<file path="config.mk">
export PLATFORM = sky130hd
export DESIGN_NAME = delay_stim_sequencer
export DESIGN_NICKNAME = d
export VERILOG_FILES = /design/src/rtl/delay_stim_pkg.sv /design/src/rtl/delay_stim_sequencer.sv
export SDC_FILE = /design/constraint.sdc
export NUM_CORES = 1
export LEC_CHECK = 0
export ABC_AREA = 1
export ABC_CLOCK_PERIOD_IN_PS = 3000
export CAP_MARGIN = 20
export CORE_AREA = 2 2 39 41
export DETAILED_ROUTE_END_ITERATION = 6
export DIE_AREA = 0 0 41 43
export DONT_BUFFER_PORTS = 1
export PLACE_DENSITY_LB_ADDON = 0.05
export REMOVE_ABC_BUFFERS = 1
export SYNTH_ARGS = -nofsm -noshare
export SYNTH_HDL_FRONTEND = slang
export SYNTH_SLANG_ARGS = --single-unit
</file>
<file path="constraint.sdc">
create_clock -name clk -period 3 [get_ports clk]
set_input_delay 0.3 -clock clk [delete_from_list [all_inputs] [get_ports clk]]
set_output_delay 0.3 -clock clk [all_outputs]
set_load 0.05 [all_outputs]
</file>
<file path="src/rtl/delay_stim_pkg.sv">
// rtl/delay_stim_pkg.sv - shared constants and types for the delay stimulus sequencer
package delay_stim_pkg;

   localparam int NUM_STEPS = 8;

   typedef enum logic [1:0] {
      IDLE = 2'd0,
      RUN  = 2'd1,
      DONE = 2'd2
   } state_t;

   typedef struct packed {
      logic en_or;
      logic en_and;
      logic b;
      logic a;
   } pattern_t;

   // Entry 0 is the least significant nibble: C, D, F, E, C, F, B, 3
   localparam logic [NUM_STEPS-1:0][3:0] PATTERN = {
      4'h3,   // step 7: y_or goes to Z
      4'hB,   // step 6: y_and goes to Z
      4'hF,   // step 5: both rise
      4'hC,   // step 4: or falls
      4'hE,   // step 3: and falls
      4'hF,   // step 2: and rises
      4'hD,   // step 1: or rises
      4'hC    // step 0: both low, both enabled
   };

   function automatic pattern_t pattern_at(input logic [2:0] idx);
      return pattern_t'(PATTERN[idx]);
   endfunction

endpackage

</file>
<file path="src/rtl/delay_stim_sequencer.sv">
// rtl/delay_stim_sequencer.sv - steps the delay block inputs through a fixed held pattern
module delay_stim_sequencer
   import delay_stim_pkg::*;
#(
   parameter int HOLD_CYCLES = 8
)
(
   input  logic       clk,
   input  logic       rst,
   input  logic       start,
   input  logic       abort,
   input  logic       loop_en,
   output logic       a,
   output logic       b,
   output logic       en_and,
   output logic       en_or,
   output logic [2:0] step,
   output logic       busy,
   output logic       sample,
   output logic       done
);

   localparam int            CW        = $clog2(HOLD_CYCLES + 1);
   localparam logic [CW-1:0] RELOAD    = CW'(HOLD_CYCLES - 1);
   localparam logic [2:0]    LAST_STEP = 3'(NUM_STEPS - 1);

   state_t        state, state_n;
   logic [CW-1:0] cnt, cnt_n;
   logic [2:0]    step_n;
   pattern_t      pat, pat_n;
   logic          busy_n;
   logic          sample_n;
   logic          done_n;

   // Outputs come straight from registers so nothing downstream sees an input-to-output path
   assign en_or  = pat.en_or;
   assign en_and = pat.en_and;
   assign b      = pat.b;
   assign a      = pat.a;

   // State, hold counter and every output register
   always_ff @(posedge clk) begin
      if (rst) begin
         state  <= IDLE;
         cnt    <= '0;
         step   <= '0;
         pat    <= '0;
         busy   <= 1'b0;
         sample <= 1'b0;
         done   <= 1'b0;
      end else begin
         state  <= state_n;
         cnt    <= cnt_n;
         step   <= step_n;
         pat    <= pat_n;
         busy   <= busy_n;
         sample <= sample_n;
         done   <= done_n;
      end
   end

   // Next state plus the output values the registers take on the coming edge
   always_comb begin
      state_n  = state;
      cnt_n    = cnt;
      step_n   = step;
      pat_n    = '0;
      busy_n   = 1'b0;
      sample_n = 1'b0;
      done_n   = 1'b0;

      unique case (state)
         IDLE: begin
            step_n = '0;
            cnt_n  = '0;
            if (start && !abort) begin
               state_n = RUN;
               cnt_n   = RELOAD;
            end
         end
         RUN: begin
            if (abort) begin
               state_n = IDLE;
               step_n  = '0;
               cnt_n   = '0;
            end else if (cnt != '0) begin
               cnt_n = cnt - 1'b1;
            end else if (step != LAST_STEP) begin
               step_n = step + 3'd1;
               cnt_n  = RELOAD;
            end else if (loop_en) begin
               step_n = '0;
               cnt_n  = RELOAD;
            end else begin
               state_n = DONE;
               step_n  = '0;
               cnt_n   = '0;
            end
         end
         DONE: begin
            // start here is dropped, not queued; abort lands in IDLE as well
            state_n = IDLE;
            step_n  = '0;
            cnt_n   = '0;
         end
         default: begin
            state_n = IDLE;
            step_n  = '0;
            cnt_n   = '0;
         end
      endcase

      // The strobe marks the final hold cycle, i.e. the cycle in which the counter reads 0
      if (state_n == RUN) begin
         pat_n    = pattern_at(step_n);
         busy_n   = 1'b1;
         sample_n = (cnt_n == '0);
      end
      done_n = (state_n == DONE);
   end

endmodule

</file>
==> results of run 1 <==
-- registers in the layout, summed over array words and instances, names as in the netlist --
signal	cells
busy	1
b	1
en_and	1
sample	1
done	1
a	1
state	2
en_or	1
cnt	4
step	3
-- cell families (layout without fill, tap and decap cells) --
logic type      after synthesis  in the layout  synth area share
compound gates               11             11            0.0852
fa+ha+maj                     7              7             0.113
buf+inv                      17             20            0.0820
flops                        16             16             0.412
simple gates                 51             51             0.309
-- report_power, final --
part	internal, mW	switching, mW	leakage, nW
clock	0.0740	0.0723	0.0210
combinational	0.0147	0.0292	0.228
sequential	0.219	0.0147	0.130
total	0.307	0.116	0.379
-- area by class of cell --
| cell class | count | area (um^2) | share of cell area |
|---|---|---|---|
| Inverter | 16 | 60.1 | 0.0723 |
| Clock buffer | 4 | 36.3 | 0.0437 |
| Multi-Input combinational cell | 69 | 394 | 0.474 |
| Sequential cell | 16 | 320 | 0.386 |
| Tap cell | 16 | 20.0 | 0.0241 |
-- synth_stat cells, drive strengths merged --
cell type / n / area [um^2]
nand2: 24 / 95.1
nand3: 7 / 40.0
inv: 16 / 60.1
buf: 1 / 3.75
ha: 7 / 87.6
dfxtp: 16 / 320
nor3: 5 / 41.3
a21oi: 9 / 56.3
nor2: 15 / 63.8
o21ai: 2 / 10.0
-- critical path: stages (launching register included) --
cell     delay [ns]
dfxtp_1        0.51
ha_1           0.32
ha_1           0.19
nor2_1         0.11
nor2_1         0.07
nor3_2         0.23
inv_2          0.06
ha_1           0.27
nand2_1        0.05
a21oi_1        0.13
-- stage by stage --
step	utilization	hold WS (ns)	cells	setup WS, ns
floorplan	-	0.367	101	1.10
global placement	0.574	0.371	117	1.05
detailed placement	0.574	0.369	117	0.997
CTS	0.600	0.0548	121	0.973
global route	0.600	0.0497	121	0.794
finish	0.600	0.0562	121	0.993
-- layer usage --
| metal | track usage | vias to the layer above |
|---|---|---|
| met5 | 0 | - |
| li1 | - | 328 |
| met1 | 0.229 | 260 |
| met4 | 0.133 | 0 |
| met2 | 0.272 | 17 |
| met3 | 0.0471 | 5 |
-- how the worst max path moves through the flow --
stage	start	to	slack, ns
6_report	step[0]$_SDFF_PP0_	a$_SDFF_PP0_	0.99
5_1_grt	step[0]$_SDFF_PP0_	b$_SDFF_PP0_	0.79
4_1_cts	step[0]$_SDFF_PP0_	a$_SDFF_PP0_	0.97
3_5_place_dp	step[0]$_SDFF_PP0_	a$_SDFF_PP0_	1.0
3_3_place_gp	step[0]$_SDFF_PP0_	a$_SDFF_PP0_	1.05
2_1_floorplan	step[0]$_SDFF_PP0_	a$_SDFF_PP0_	1.10
==> results.txt, run 1 <==
fin. max-slew vios - 0
Initial Util - 0.562
most frequent cells in the layout - nand2_1, dfxtp_1, nor2_1
Layout fillers - 136
# IOs - 15
final hold vios - 0
Post-CTS Setup Inserts - 0
layout cells sized above 1 - 0.181
DR vias - 610
Final TNS setup - 0 ns
DRC viols - 0
synth unique cells - 18
reg2reg start - step[0]$_SDFF_PP0_
nets - 118
metal2 WL - 649 um
TritonCTS clock tree - done
CTS Root Cell - clkbuf_4
reg2reg path depth - 9
final instance area - 831 um^2
Clock Latency Late Sink - 0.29 ns
Syn Area/Cell - 7.63 um^2
cts repair resizes - 0
R2R setup slack - 0.99 ns
global placer's final weighted congestion - 0.732
total congestion overflow - 0
Worst Hold Class - input pin to register
htree depth - 1
DR iter-0 viols - 2
Design Power - 0.424 mW
hpwl dp - 1060 um
slew of the pin with the lowest slew margin - 0.572 ns
worst r2r dst - a$_SDFF_PP0_
min-delay src - rst
Worst Path Arrival - 2.24 ns
final cycle utilization of the critical path - 0.669
Finish-stage setup viols - 0
CP Launch Type - register
Peak supply drop - 307 uV
crit path kind - register to register
# clock sinks - 16
worst-path maximum fanout - 4
post-synthesis cell count - 102
area of the mapped netlist - 778 um^2
DR WL met3 - 78 um
Reg clk slew, reported paths - 0.10 ns
Core ar. - 0.00138 mm^2
IO buf count - 0
Die Y - 43 um
clock skew - 0.00352 ns
GRT Util Overall - 0.188
vias in the first global route - 542
largest net degree at the start of global routing - 12
number of synthesis warnings - 0
Hold Path Depth - 1
LEAKAGE - 0.379 nW
antenna violations before repair - 0
Met1 Wirelength - 571 um
Vias/cell - 5.04
uppermost layer routed - met4
crit end category - register
post-synthesis sequential area ratio - 0.412
Hold Path Sink - step[0]$_SDFF_PP0_
final wirelength - 1340 um
area added between synthesis and finish - 6.75%
placed instance area - 795 um^2
drt pass-1 iters - 4
Critical Path RT - 3.23 ns
status - complete, no violations
Cell Rows - 14
Fmax - 498 MHz
most common cell after layout, fill and taps aside - nand2_1
Synth Register Bits - 16
Die Area - 0.00176 mm^2
min Tclk post-route - 2.01 ns
Max transition margin - 0.618
number of nets with antenna violations after routing - 0
DR WL/cell - 11.0 um
Num CTS Buffers - 3
Post-CTS Hold Fix Bufs - 0
first-pass GRT wire length - 2160 um
maximum root-to-sink buffer count - 2
power per cell area - 510 mW/mm^2
Die Width - 41 um
# diodes - 0
setup repair after global routing missed its margin - no
max cap viols - 0
(Power assumes the default switching activity.)
==> inputs of run 2 (changes only) <==
--- a/config.mk
+++ b/config.mk
@@ -6,11 +6,11 @@
 export NUM_CORES = 1
 export LEC_CHECK = 0
 export ABC_AREA = 1
-export ABC_CLOCK_PERIOD_IN_PS = 3000
+export ABC_CLOCK_PERIOD_IN_PS = 2000
 export CAP_MARGIN = 20
-export CORE_AREA = 2 2 39 41
+export CORE_MARGIN = 2
+export CORE_UTILIZATION = 58
 export DETAILED_ROUTE_END_ITERATION = 6
-export DIE_AREA = 0 0 41 43
 export DONT_BUFFER_PORTS = 1
 export PLACE_DENSITY_LB_ADDON = 0.05
 export REMOVE_ABC_BUFFERS = 1
==> constraint.sdc (replaced) <==
create_clock -name clk -period 2 [get_ports clk]
set_input_delay 0.2 -clock clk [delete_from_list [all_inputs] [get_ports clk]]
set_output_delay 0.2 -clock clk [all_outputs]
set_load 0.05 [all_outputs]
==> run 2 against run 1 <==
Net effect:
- combinational power rose by 72%
- non-clock buffer count grew 5
- highest routed layer unchanged
- largest cell class unchanged
- die area decreased by 6.4%
==> results.txt, run 2 (synthesis gave the netlist of run 1 again) <==
Post-CTS Hold Fix Bufs - 1 (was 0)
final wirelength - 1340 um (about the same)
Finish-stage setup viols - 0 (unchanged)
reg2reg path depth - 9 (unchanged)
Vias/cell - 4.94 (was 5.04)
Core ar. - 0.00127 mm^2 (was 0.00138 mm^2)
# IOs - 15 (unchanged)
GRT Util Overall - 0.200 (was 0.188)
maximum root-to-sink buffer count - 2 (unchanged)
area of the multi-input gates - 394 um^2 (unchanged)
final hold vios - 0 (unchanged)
DR iter-0 viols - 8 (was 2)
slew of the pin with the lowest slew margin - 0.481 ns (was 0.572 ns)
number of nets with antenna violations after routing - 0 (unchanged)
Clock Latency Late Sink - 0.28 ns (was 0.29 ns)
status - complete, no violations (unchanged)
antenna violations before repair - 0 (unchanged)
Max transition margin - 0.679 (was 0.618)
crit end category - register (unchanged)
Peak supply drop - 639 uV (was 307 uV)
final cycle utilization of the critical path - 0.846 (was 0.669)
hpwl dp - 1050 um (was 1060 um)
Biggest register - cnt (unchanged)
crit path launch - cnt[0]$_SDFF_PP0_ (was step[0]$_SDFF_PP0_)
htree depth - 1 (unchanged)
Worst Path Arrival - 1.87 ns (was 2.24 ns)
most frequent CP cell - ha_1 (unchanged)
Initial Util - 0.613 (was 0.562)
power per cell area - 732 mW/mm^2 (was 510 mW/mm^2)
hold slack - 0.0946 ns (was 0.0562 ns)
Die Area - 0.00165 mm^2 (was 0.00176 mm^2)
critical-path cell list - inv_1 -> ha_1 -> nand2_2 -> nor2_1 -> nor3_2 -> inv_2 -> ha_1 -> nand2_1 -> a21oi_1 (was ha_1 -> ha_1 -> nor2_1 -> nor2_1 -> nor3_2 -> inv_2 -> ha_1 -> nand2_1 -> a21oi_1)
final core utilization - 0.685 (was 0.600)
Cell Rows - 13 (was 14)
drt pass-1 iters - 4 (unchanged)
layout cells sized above 1 - 0.209 (was 0.181)
Worst Hold Class - input pin to register (unchanged)
# diodes - 0 (unchanged)
most common cell after layout, fill and taps aside - nand2_1 (unchanged)
largest net degree at the start of global routing - 12 (unchanged)
R2R setup slack - 0.31 ns (was 0.99 ns)
critical path's slowest cell - dfxtp_1 (unchanged)
DR vias - 618 (was 610)
reg2reg start - cnt[0]$_SDFF_PP0_ (was step[0]$_SDFF_PP0_)
max cap viols - 0 (unchanged)
Setup crit end - a$_SDFF_PP0_ (unchanged)
total congestion overflow - 0 (unchanged)
DR WL/cell - 10.7 um (was 11.0 um)
min Tclk post-route - 1.69 ns (was 2.01 ns)
worst r2r dst - a$_SDFF_PP0_ (unchanged)
Die Width - 40.6 um (was 41 um)
CP max stage delay - 0.35 ns (was 0.51 ns)
LEAKAGE - 0.405 nW (was 0.379 nW)
vias in the first global route - 515 (was 542)
CTS Root Cell - clkbuf_4 (unchanged)
register area - 320 um^2 (unchanged)
IO buf count - 0 (unchanged)
worst-path maximum fanout - 8 (was 4)
DRC viols - 0 (unchanged)
# clock sinks - 16 (unchanged)
Fmax - 591 MHz (was 498 MHz)
Critical Path RT - 2.18 ns (was 3.23 ns)
setup repair after global routing missed its margin - no (unchanged)
crit path kind - register to register (unchanged)
global placer's final weighted congestion - 0.716 (was 0.732)
most frequent cells in the layout - nand2_1, dfxtp_1, nor2_1 (unchanged)
TritonCTS clock tree - done (unchanged)
Hold Path Depth - 3 (was 1)
Num CTS Buffers - 3 (unchanged)
Post-CTS Setup Inserts - 0 (unchanged)
Die Y - 40.6 um (was 43 um)
Layout fillers - 128 (was 136)
Reg clk slew, reported paths - 0.09 ns (was 0.10 ns)
CP Launch Type - register (unchanged)
placed instance area - 823 um^2 (was 795 um^2)
cts repair resizes - 0 (unchanged)
max reg flops - 4 (unchanged)
nets - 123 (was 118)
area added between synthesis and finish - 11.7% (was 6.75%)
first-pass GRT wire length - 2130 um (was 2160 um)
Final TNS setup - 0 ns (unchanged)
largest registers - cnt x4, step x3, state x2 (unchanged)
clock skew - 0.00649 ns (was 0.00352 ns)
fin. max-slew vios - 0 (unchanged)
final instance area - 870 um^2 (was 831 um^2)
## run 2: cell types whose count changed in the layout (fill, tap and decap cells not counted), sizes merged
| cell | previous run | this run |
|---|---|---|
| buf | 0 | 4 |
| dlygate4sd3 | 0 | 1 |
## run 2: final cells by class
| type | count | share of cell area |
|---|---|---|
| Multi-Input combinational cell | 69 | 0.453 |
| Sequential cell | 16 | 0.368 |
| Timing Repair Buffer | 5 | 0.0460 |
| Tap cell | 15 | 0.0216 |
| Inverter | 16 | 0.0691 |
| Clock buffer | 4 | 0.0417 |
## run 2: worst min-delay path by stage
stage / start / endpoint / slack, ns
CTS: abort / done$_SDFF_PP0_ / 0.09
detailed placement: rst / busy$_SDFF_PP0_ / 0.27
floorplan: rst / step[0]$_SDFF_PP0_ / 0.27
finish: abort / done$_SDFF_PP0_ / 0.09
global placement: rst / busy$_SDFF_PP0_ / 0.27
global route: abort / done$_SDFF_PP0_ / 0.09
## run 2: stage by stage
stage	total power, mW	std cells	setup WS, ns
after floorplan	0.412	101	0.100
after global placement	0.425	120	0.338
after detailed placement	0.426	120	0.309
after global routing	0.672	125	0.114
final	0.636	125	0.307
after CTS	0.643	125	0.287
## run 2: power breakdown
part           internal (mW)  switching (mW)  total, mW
Combinational         0.0249          0.0505     0.0754
Clock                  0.111           0.102      0.213
Sequential             0.328          0.0197      0.348
Total                  0.464           0.172      0.636
## run 2: critical path: cells and delay by family, from the launching register on
kind	cells	cell delay, ns
flops	1	0.35
simple gates	4	0.52
buf+inv	2	0.13
fa+ha+maj	2	0.53
compound gates	1	0.06
## run 2: per-layer routing
metal | track usage | wire [um]
met4 | 0.0750 | 12
met5 | 0 | 0
met3 | 0.0489 | 41
met2 | 0.317 | 619
met1 | 0.261 | 662
